<file path="src/rtl/wb2axi4l_pkg.sv">
// Shared types for the Wishbone-to-AXI4-Lite bridge: FSM states and AXI response codes.
// No logic and no latency; the package holds only definitions.
package wb2axi4l_pkg;

   typedef enum logic [2:0] {
      ST_IDLE,
      ST_WRITE,
      ST_WRESP,
      ST_READ,
      ST_RRESP,
      ST_TERM,
      ST_DRAIN
   } state_e;

   localparam logic [1:0] RESP_OKAY   = 2'b00;
   localparam logic [1:0] RESP_EXOKAY = 2'b01;
   localparam logic [1:0] RESP_SLVERR = 2'b10;
   localparam logic [1:0] RESP_DECERR = 2'b11;

   function automatic logic resp_is_err(input logic [1:0] resp);
      return (resp == RESP_SLVERR) || (resp == RESP_DECERR);
   endfunction

endpackage

</file>
<file path="src/rtl/wb2axi4l_bridge.sv">
// Wishbone classic slave to AXI4-Lite master, one transaction in flight; 3-cycle request-to-ack with a zero-wait slave.
// Wishbone is stalled (no ack) until the AXI response returns; a watchdog converts a hung slave into wb_err_o.
module wb2axi4l_bridge
   import wb2axi4l_pkg::*;
#(
   parameter int ADDR_WIDTH     = 32,
   parameter int DATA_WIDTH     = 32,
   parameter int TIMEOUT_CYCLES = 256
) (
   input  logic                    clk_i,
   input  logic                    rst_i,
   input  logic [ADDR_WIDTH-1:0]   wb_adr_i,
   input  logic [DATA_WIDTH-1:0]   wb_dat_i,
   input  logic [DATA_WIDTH/8-1:0] wb_sel_i,
   input  logic                    wb_we_i,
   input  logic                    wb_stb_i,
   input  logic                    wb_cyc_i,
   output logic [DATA_WIDTH-1:0]   wb_dat_o,
   output logic                    wb_ack_o,
   output logic                    wb_err_o,
   output logic [ADDR_WIDTH-1:0]   m_axi_awaddr,
   output logic [2:0]              m_axi_awprot,
   output logic                    m_axi_awvalid,
   input  logic                    m_axi_awready,
   output logic [DATA_WIDTH-1:0]   m_axi_wdata,
   output logic [DATA_WIDTH/8-1:0] m_axi_wstrb,
   output logic                    m_axi_wvalid,
   input  logic                    m_axi_wready,
   input  logic [1:0]              m_axi_bresp,
   input  logic                    m_axi_bvalid,
   output logic                    m_axi_bready,
   output logic [ADDR_WIDTH-1:0]   m_axi_araddr,
   output logic [2:0]              m_axi_arprot,
   output logic                    m_axi_arvalid,
   input  logic                    m_axi_arready,
   input  logic [DATA_WIDTH-1:0]   m_axi_rdata,
   input  logic [1:0]              m_axi_rresp,
   input  logic                    m_axi_rvalid,
   output logic                    m_axi_rready
);

   localparam int STRB_W = DATA_WIDTH / 8;
   localparam int CNT_W  = (TIMEOUT_CYCLES > 0) ? $clog2(TIMEOUT_CYCLES + 1) : 1;
   localparam logic [CNT_W-1:0] CNT_MAX = CNT_W'(TIMEOUT_CYCLES);

   state_e                  state_q, state_d;
   logic [ADDR_WIDTH-1:0]   adr_q, adr_d;
   logic [DATA_WIDTH-1:0]   wdat_q, wdat_d;
   logic [STRB_W-1:0]       sel_q, sel_d;
   logic                    we_q, we_d;
   logic                    awvalid_q, awvalid_d;
   logic                    wvalid_q, wvalid_d;
   logic                    bready_q, bready_d;
   logic                    arvalid_q, arvalid_d;
   logic                    rready_q, rready_d;
   logic                    aw_done_q, aw_done_d;
   logic                    w_done_q, w_done_d;
   logic                    abandoned_q, abandoned_d;
   logic [CNT_W-1:0]        cnt_q, cnt_d;
   logic                    ack_q, ack_d;
   logic                    err_q, err_d;
   logic [DATA_WIDTH-1:0]   rdat_q, rdat_d;

   logic             aw_hs, w_hs, b_hs, ar_hs, r_hs;
   logic             wb_req, abn, expire;
   logic [CNT_W-1:0] cnt_inc;

   assign aw_hs = awvalid_q & m_axi_awready;
   assign w_hs  = wvalid_q & m_axi_wready;
   assign b_hs  = bready_q & m_axi_bvalid;
   assign ar_hs = arvalid_q & m_axi_arready;
   assign r_hs  = rready_q & m_axi_rvalid;

   assign wb_req  = wb_cyc_i & wb_stb_i & ~ack_q & ~err_q;
   // A master that has let go of the cycle gets no termination, even in the dropping cycle.
   assign abn     = abandoned_q | ~wb_cyc_i;
   assign cnt_inc = (cnt_q == CNT_MAX) ? cnt_q : cnt_q + CNT_W'(1);
   assign expire  = (TIMEOUT_CYCLES != 0) && (cnt_inc == CNT_MAX);

   always_comb begin
      state_d     = state_q;
      adr_d       = adr_q;
      wdat_d      = wdat_q;
      sel_d       = sel_q;
      we_d        = we_q;
      awvalid_d   = awvalid_q & ~aw_hs;
      wvalid_d    = wvalid_q & ~w_hs;
      arvalid_d   = arvalid_q & ~ar_hs;
      bready_d    = bready_q & ~b_hs;
      rready_d    = rready_q & ~r_hs;
      aw_done_d   = aw_done_q | aw_hs;
      w_done_d    = w_done_q | w_hs;
      abandoned_d = abandoned_q;
      cnt_d       = (state_q == ST_IDLE || state_q == ST_TERM) ? cnt_q : cnt_inc;
      ack_d       = 1'b0;
      err_d       = 1'b0;
      rdat_d      = rdat_q;

      if ((state_q inside {ST_WRITE, ST_WRESP, ST_READ, ST_RRESP}) && !wb_cyc_i)
         abandoned_d = 1'b1;

      case (state_q)
         ST_IDLE: begin
            if (wb_req) begin
               adr_d       = wb_adr_i;
               wdat_d      = wb_dat_i;
               sel_d       = wb_sel_i;
               we_d        = wb_we_i;
               cnt_d       = '0;
               abandoned_d = 1'b0;
               aw_done_d   = 1'b0;
               w_done_d    = 1'b0;
               if (wb_we_i) begin
                  awvalid_d = 1'b1;
                  wvalid_d  = 1'b1;
                  state_d   = ST_WRITE;
               end else begin
                  arvalid_d = 1'b1;
                  state_d   = ST_READ;
               end
            end
         end
         ST_WRITE: begin
            if (aw_done_d && w_done_d) begin
               bready_d = 1'b1;
               state_d  = ST_WRESP;
            end else if (expire) begin
               err_d   = ~abn;
               state_d = ST_DRAIN;
            end
         end
         ST_WRESP: begin
            // A response in the expiry cycle still terminates normally.
            if (b_hs) begin
               ack_d   = ~abn & ~resp_is_err(m_axi_bresp);
               err_d   = ~abn & resp_is_err(m_axi_bresp);
               state_d = ST_TERM;
            end else if (expire) begin
               err_d   = ~abn;
               state_d = ST_DRAIN;
            end
         end
         ST_READ: begin
            if (ar_hs) begin
               rready_d = 1'b1;
               state_d  = ST_RRESP;
            end else if (expire) begin
               err_d   = ~abn;
               state_d = ST_DRAIN;
            end
         end
         ST_RRESP: begin
            if (r_hs) begin
               rdat_d  = m_axi_rdata;
               ack_d   = ~abn & ~resp_is_err(m_axi_rresp);
               err_d   = ~abn & resp_is_err(m_axi_rresp);
               state_d = ST_TERM;
            end else if (expire) begin
               err_d   = ~abn;
               state_d = ST_DRAIN;
            end
         end
         ST_TERM: begin
            state_d = ST_IDLE;
         end
         ST_DRAIN: begin
            // The Wishbone side is already terminated; just finish the AXI handshakes silently.
            if (we_q) begin
               if (b_hs)
                  state_d = ST_IDLE;
               else if (aw_done_d && w_done_d)
                  bready_d = 1'b1;
            end else begin
               if (r_hs)
                  state_d = ST_IDLE;
               else if (!arvalid_d)
                  rready_d = 1'b1;
            end
         end
         default: begin
            state_d = ST_IDLE;
         end
      endcase
   end

   always_ff @(posedge clk_i) begin
      if (rst_i) begin
         state_q     <= ST_IDLE;
         adr_q       <= '0;
         wdat_q      <= '0;
         sel_q       <= '0;
         we_q        <= 1'b0;
         awvalid_q   <= 1'b0;
         wvalid_q    <= 1'b0;
         bready_q    <= 1'b0;
         arvalid_q   <= 1'b0;
         rready_q    <= 1'b0;
         aw_done_q   <= 1'b0;
         w_done_q    <= 1'b0;
         abandoned_q <= 1'b0;
         cnt_q       <= '0;
         ack_q       <= 1'b0;
         err_q       <= 1'b0;
         rdat_q      <= '0;
      end else begin
         state_q     <= state_d;
         adr_q       <= adr_d;
         wdat_q      <= wdat_d;
         sel_q       <= sel_d;
         we_q        <= we_d;
         awvalid_q   <= awvalid_d;
         wvalid_q    <= wvalid_d;
         bready_q    <= bready_d;
         arvalid_q   <= arvalid_d;
         rready_q    <= rready_d;
         aw_done_q   <= aw_done_d;
         w_done_q    <= w_done_d;
         abandoned_q <= abandoned_d;
         cnt_q       <= cnt_d;
         ack_q       <= ack_d;
         err_q       <= err_d;
         rdat_q      <= rdat_d;
      end
   end

   assign wb_dat_o      = rdat_q;
   assign wb_ack_o      = ack_q;
   assign wb_err_o      = err_q;
   assign m_axi_awaddr  = adr_q;
   assign m_axi_awprot  = 3'b000;
   assign m_axi_awvalid = awvalid_q;
   assign m_axi_wdata   = wdat_q;
   assign m_axi_wstrb   = sel_q;
   assign m_axi_wvalid  = wvalid_q;
   assign m_axi_bready  = bready_q;
   assign m_axi_araddr  = adr_q;
   assign m_axi_arprot  = 3'b000;
   assign m_axi_arvalid = arvalid_q;
   assign m_axi_rready  = rready_q;

endmodule

</file>
<file path="config.mk">
export PLATFORM = sky130hd
export DESIGN_NAME = wb2axi4l_bridge
export DESIGN_NICKNAME = d
export VERILOG_FILES = /design/src/rtl/wb2axi4l_pkg.sv /design/src/rtl/wb2axi4l_bridge.sv
export SDC_FILE = /design/constraint.sdc
export NUM_CORES = 1
export LEC_CHECK = 0
export BUFFER_PORTS_ARGS = -buffer_cell sky130_fd_sc_hd__buf_2
export CELL_PAD_IN_SITES_DETAIL_PLACEMENT = 2
export CELL_PAD_IN_SITES_GLOBAL_PLACEMENT = 2
export CORE_MARGIN = 2
export CORE_UTILIZATION = 26
export DETAILED_ROUTE_END_ITERATION = 10
export HOLD_SLACK_MARGIN = 0.06
export PLACE_DENSITY = 0.9
export SLEW_MARGIN = 20
export SYNTH_ARGS = -nofsm -noshare
export SYNTH_HDL_FRONTEND = slang
export SYNTH_SLANG_ARGS = --single-unit
</file>
<file path="constraint.sdc">
create_clock -name clk_i -period 3 [get_ports clk_i]
set_clock_uncertainty 0.15 [all_clocks]
set_input_delay 0.15 -clock clk_i [delete_from_list [all_inputs] [get_ports clk_i]]
set_output_delay 0.15 -clock clk_i [all_outputs]
set_load 0.02 [all_outputs]
</file>
Yosys cells after proc, flatten, opt, wreduce, memory -nomap -nowiden
Cells that the tools add are included.

cells by class
  add/subtract/negate cells = 1
  equal/unequal tests = 15
  multiplexer cells = 49
  bitwise operators = 31
  reductions and logical operators = 11

operator list
  cell                                                                   number
  9-bit two-way mux                                                      4
  1-bit two-way mux                                                      30
  3-bit two-way mux                                                      9
  9-bit equality test, second input constant                             2
  3-bit one-hot mux with 6 select lines                                  1
  1-bit AND                                                              17
  1-bit NOT                                                              11
  9-bit by 1-bit adder with 9-bit output, second input constant          1
  3-bit equality test, second input constant                             3
  2-bit equality test, second input constant                             4
  3-bit by 2-bit equality test with 1-bit output, second input constant  2
  3-bit inequality test, second input constant                           2
  1-bit one-hot mux with 2 select lines                                  3
  1-bit one-hot mux with 4 select lines                                  1
  2-bit AND reduction                                                    2
  4-bit nonzero test                                                     1
  3-bit by 1-bit equality test with 1-bit output, second input constant  1
  3-bit zero test                                                        1
  1-bit logical OR                                                       3
  1-bit bitwise OR                                                       3
  3-bit AND reduction                                                    1
  1-bit logical AND                                                      2
  2-bit two-way mux                                                      1
  2-bit inequality test, second input constant                           1
  1-bit zero test                                                        1

word-level totals
  bits in registers = 123
  input bits = 114
  output and inout bits = 145
  logic and storage cells = 124

Depth between registers and ports, before layout
  depth in word-level cells = 7
  gate-level depth with buffers = 8

Worst setup path after synthesis
OpenSTA, ideal clock, no wires.

  kind = register to register
  start point = register cnt_q[4]
  end point = register err_q, in the netlist wb_err_o
  data arrival time = 1.797 ns
  required time = 2.747 ns
  path slack = 0.949 ns
  cell stages (with the launch flop) = 8
  buffers on the path = 2
  clock period less this slack = 2.051 ns
  cells stage by stage = dfxtp_1 buf_6 and4_4 buf_6 a211o_1 a2111oi_4 nand3b_2 a2111oi_2

between the ends
  cells in the longest elaborated chain, start to end = 6

RTL lines
  item                                                                           line                    text
  start, declared                                                                wb2axi4l_bridge.sv:59   logic [CNT_W-1:0] cnt_q, cnt_d;
  start signal, assigned                                                         wb2axi4l_bridge.sv:219  cnt_q <= cnt_d;
  9-bit by 1-bit adder with 9-bit output or 9-bit equality test (tied branches)  wb2axi4l_bridge.sv:77   assign cnt_inc = (cnt_q == CNT_MAX) ? cnt_q : cnt_q + CNT_W'(1);
  9-bit two-way mux (*)                                                          wb2axi4l_bridge.sv:77
  9-bit equality test (*)                                                        wb2axi4l_bridge.sv:78   assign expire = (TIMEOUT_CYCLES != 0) && (cnt_inc == CNT_MAX);
  1-bit two-way mux (*)                                                          --
  1-bit two-way mux, on equally long branches                                    --
  1-bit one-hot mux with 4 select lines (*)                                      wb2axi4l_bridge.sv:102  case (state_q)
  end signal, assigned                                                           wb2axi4l_bridge.sv:221  err_q <= err_d;
  end, declared                                                                  wb2axi4l_bridge.sv:61   logic err_q, err_d;

Mark *: on every way between the ends. The rest lies on a longest branch, timed or not.
A chain may end at the register's enable or synchronous reset.

Worst setup path in the final report
  start point = register state_q[1]
  end point = register rdat_q[1], in the netlist wb_dat_o[1]

between the ends
  cells in the longest elaborated chain, start to end = 2

RTL lines
  item                                  line                    text
  start, declared                       wb2axi4l_bridge.sv:46   state_e state_q, state_d;
  start signal, assigned                wb2axi4l_bridge.sv:206  state_q <= state_d;
  3-bit equality test                   wb2axi4l_bridge.sv:102
  2-bit AND reduction (no source line)  --
  end signal, assigned                  wb2axi4l_bridge.sv:222  rdat_q <= rdat_d;
  end, declared                         wb2axi4l_bridge.sv:62   logic [DATA_WIDTH-1:0] rdat_q, rdat_d;

Every way passes these cells.

==> results.json <==
{
  "outcome": "complete, no violations",
  "die_h_um": 144.2,
  "drt_iter0_markers": 224,
  "dp_cells": 1096,
  "synth_top_cell_area_share_pct": 48.18,
  "met2_usage_pct": 46.32,
  "grt-ovfl-total": 0,
  "place_ws_ns": 0.6183,
  "antenna_found_initial": 2,
  "cp-start-kind": "flop",
  "period_needed_ns": 2.783,
  "port_buffers": 250,
  "async_flop_share_pct": 0,
  "areaGrowthSynthToFinish_pct": 61.37,
  "busiest_layer": "met2",
  "post_drt_wl_per_cell_um": 20.14,
  "ios": 259,
  "critical_path_required_ns": 3.20,
  "gp_congestion": 0.7821,
  "crit-reg2reg-capture": "wb_dat_o[1]$_SDFFE_PP0P_",
  "rows": 51,
  "drc": 0,
  "fill_cells": 2206,
  "drt_first_pass_iters": 4,
  "ys.flop_type": "dfxtp_1",
  "via_per_inst": 4.741,
  "path_class": "flop to flop",
  "clock_path_buffers": 2,
  "leakage_nw": 3.699,
  "grt_pass1_wl_um": 37920,
  "grt_pass1_vias": 6690,
  "peakVddDrop_v": 0.0003735,
  "use_met3_pct": 6.358,
  "hp-start": "m_axi_bresp[1]",
  "critPathCaptureType": "flop",
  "track_usage_pct": 24.11,
  "min_to": "wb_err_o$_SDFF_PP0_",
  "tightest_slew_ns": 0.6337,
  "maxSlewViolCount": 0,
  "final_nets": 1100,
  "max_cap_viol_count": 0,
  "vias": 5993,
  "drive_above_1_share_pct": 30.19,
  "hpwl_um": 13300,
  "fin_ws_ns": 0.2175,
  "crit_arrival_ns": 2.98,
  "hold_class": "primary input to flop",
  "synth_cell_type_count": 50,
  "root_buffer": "clkbuf_16",
  "synth_area_leaders": "dfxtp_1 (48%), nand2_1 (15%), a21oi_1 (11%)",
  "critPathMaxFanout": 29,
  "ys_ff_latch": 123,
  "yosysTopAreaCell": "dfxtp_1",
  "max_freq_ghz": 0.3594,
  "final_cells": 1264,
  "finalCritPeriodShare_pct": 92.75,
  "syn_inst": 650,
  "finalSetupTns_ns": 0,
  "power_density_nw_per_um2": 533.2,
  "slew_headroom_pct": 57.43,
  "r2r_slack_ns": 0.22,
  "initial_core_util_pct": 26.35,
  "yosysWarnings": 0,
  "clock-sinks": 123,
  "syn_avg_cell_area_um2": 7.863,
  "r2r_start": "state_q[1]$_SDFFE_PP0P_",
  "grt_max_degree": 52,
  "cts_htree_levels": 4,
  "reg2reg_depth": 6,
  "final_cell_mix": "buf_2 (249), nand2_1 (211), dlygate4sd3_1 (132)",
  "ys_seq_area_share_pct": 48.18,
  "drt-total-wl_um": 25460,
  "synth_edf_count": 0,
  "gr-usage-met1_pct": 24.18,
  "layout_commonest_cell": "buf_2",
  "cts.clk_slew.worst_paths_ns": 0.06,
  "ant_nets": 0,
  "netlist_area_um2": 5111,
  "cts_tree": "built",
  "fp.dieW_um": 144.2,
  "rsz0062_at_grt": "false",
  "core_um2": 19400,
  "hold_viol_final": 0,
  "setup_viol": 0,
  "die_area_um2": 20800,
  "numCtsBuffers": 17,
  "clock_latency_ns": 0.41,
  "min_path_cells": 5
}
-- cell families after synthesis --
family                   Yosys count  synth area share, %
AO/OA/AOI/OAI                    143                16.01
XOR/XNOR                          12                2.056
adder cells (fa/ha/maj)            2               0.4895
buffers and inverters             91                9.865
flip-flops                       123                48.18
multiplexers                       1               0.1958
other                              1              0.07337
AND/OR/NAND/NOR                  277                23.13
-- metrics by stage --
step | area [µm²] | power, W | hold WS (ns) | utilization (%)
4_1_cts | 8228 | 0.004402 | 0.1574 | 42.41
2_1_floorplan | 5130 | 0.002081 | 0.1360 | -
3_3_place_gp | 6341 | 0.002248 | 0.2406 | 32.69
3_5_place_dp | 6341 | 0.002268 | 0.2479 | 32.69
5_1_grt | 8248 | 0.004580 | 0.1739 | 42.52
6_report | 8248 | 0.004398 | 0.1949 | 42.52
-- power by group --
group          total, W  internal [W]  switching [W]
clock network   0.00199       0.00120       0.000791
registers       0.00175       0.00169      0.0000546
logic          0.000660      0.000287       0.000372
-- cell usage after synthesis, drive strengths merged (3+ instances only) --
| cell | number |
|---|---|
| clkbuf | 36 |
| nand2 | 211 |
| inv | 10 |
| nor2 | 22 |
| o21ai | 5 |
| xnor2 | 10 |
| nand3 | 5 |
| nand2b | 6 |
| nor2b | 5 |
| a31oi | 3 |
| nor3 | 6 |
| nand4 | 4 |
| or3 | 3 |
| a32oi | 3 |
| buf | 45 |
| dfxtp | 123 |
| a21oi | 112 |
| a211oi | 3 |
-- timing repair --
action,CTS,global route
hold buffers,132,0
setup buffers,0,2
endpoints found under the setup margin,0,1
gates resized for setup,0,0
hold endpoints to repair,113,0
-- critical path, stage by stage, from the launching register on --
cell           delay, ns
dfxtp_1             0.50
nor2_1              0.35
and4_1              0.51
buf_4               0.41
nand2_1             0.09
a21oi_1             0.14
dlygate4sd3_1       0.57
-- per-layer routing --
metal / vias to the layer above / wire (µm)
met5: - / 0
met4: 0 / 902
met3: 55 / 1666
met2: 253 / 13830
met1: 2918 / 9065
li1: 2767 / -
-- sequential cells by signal (all words and copies together), names as in the netlist, 3 cells and up --
register / flops
m_axi_araddr: 32
state_q: 3
cnt_q: 9
m_axi_wstrb: 4
wb_dat_o: 32
m_axi_wdata: 32
-- cell type report --
cell class / count / area (µm²) / share of cell area, %
antenna: 2 / 5.005 / 0.06068
clock buffer: 21 / 470.5 / 5.704
clock inverter: 11 / 95.09 / 1.153
inverter: 10 / 37.54 / 0.4551
multi-input combinational: 441 / 2166 / 26.26
sequential: 123 / 2462 / 29.85
tap: 265 / 331.6 / 4.020
timing repair buffer: 391 / 2680 / 32.49
-- worst max-delay path by stage --
stage	from	endpoint	slack [ns]	cells past startpoint
global route	state_q[1]$_SDFFE_PP0P_	wb_dat_o[1]$_SDFFE_PP0P_	0.03	6
floorplan	cnt_q[4]$_SDFF_PP0_	wb_err_o$_SDFF_PP0_	0.95	7
detailed placement	state_q[1]$_SDFFE_PP0P_	cnt_q[6]$_SDFF_PP0_	0.62	5
finish	state_q[1]$_SDFFE_PP0P_	wb_dat_o[1]$_SDFFE_PP0P_	0.22	6
CTS	state_q[1]$_SDFFE_PP0P_	wb_ack_o$_SDFF_PP0_	0.22	5
global placement	state_q[1]$_SDFFE_PP0P_	cnt_q[7]$_SDFF_PP0_	0.66	5
(Power assumes the default switching activity.)
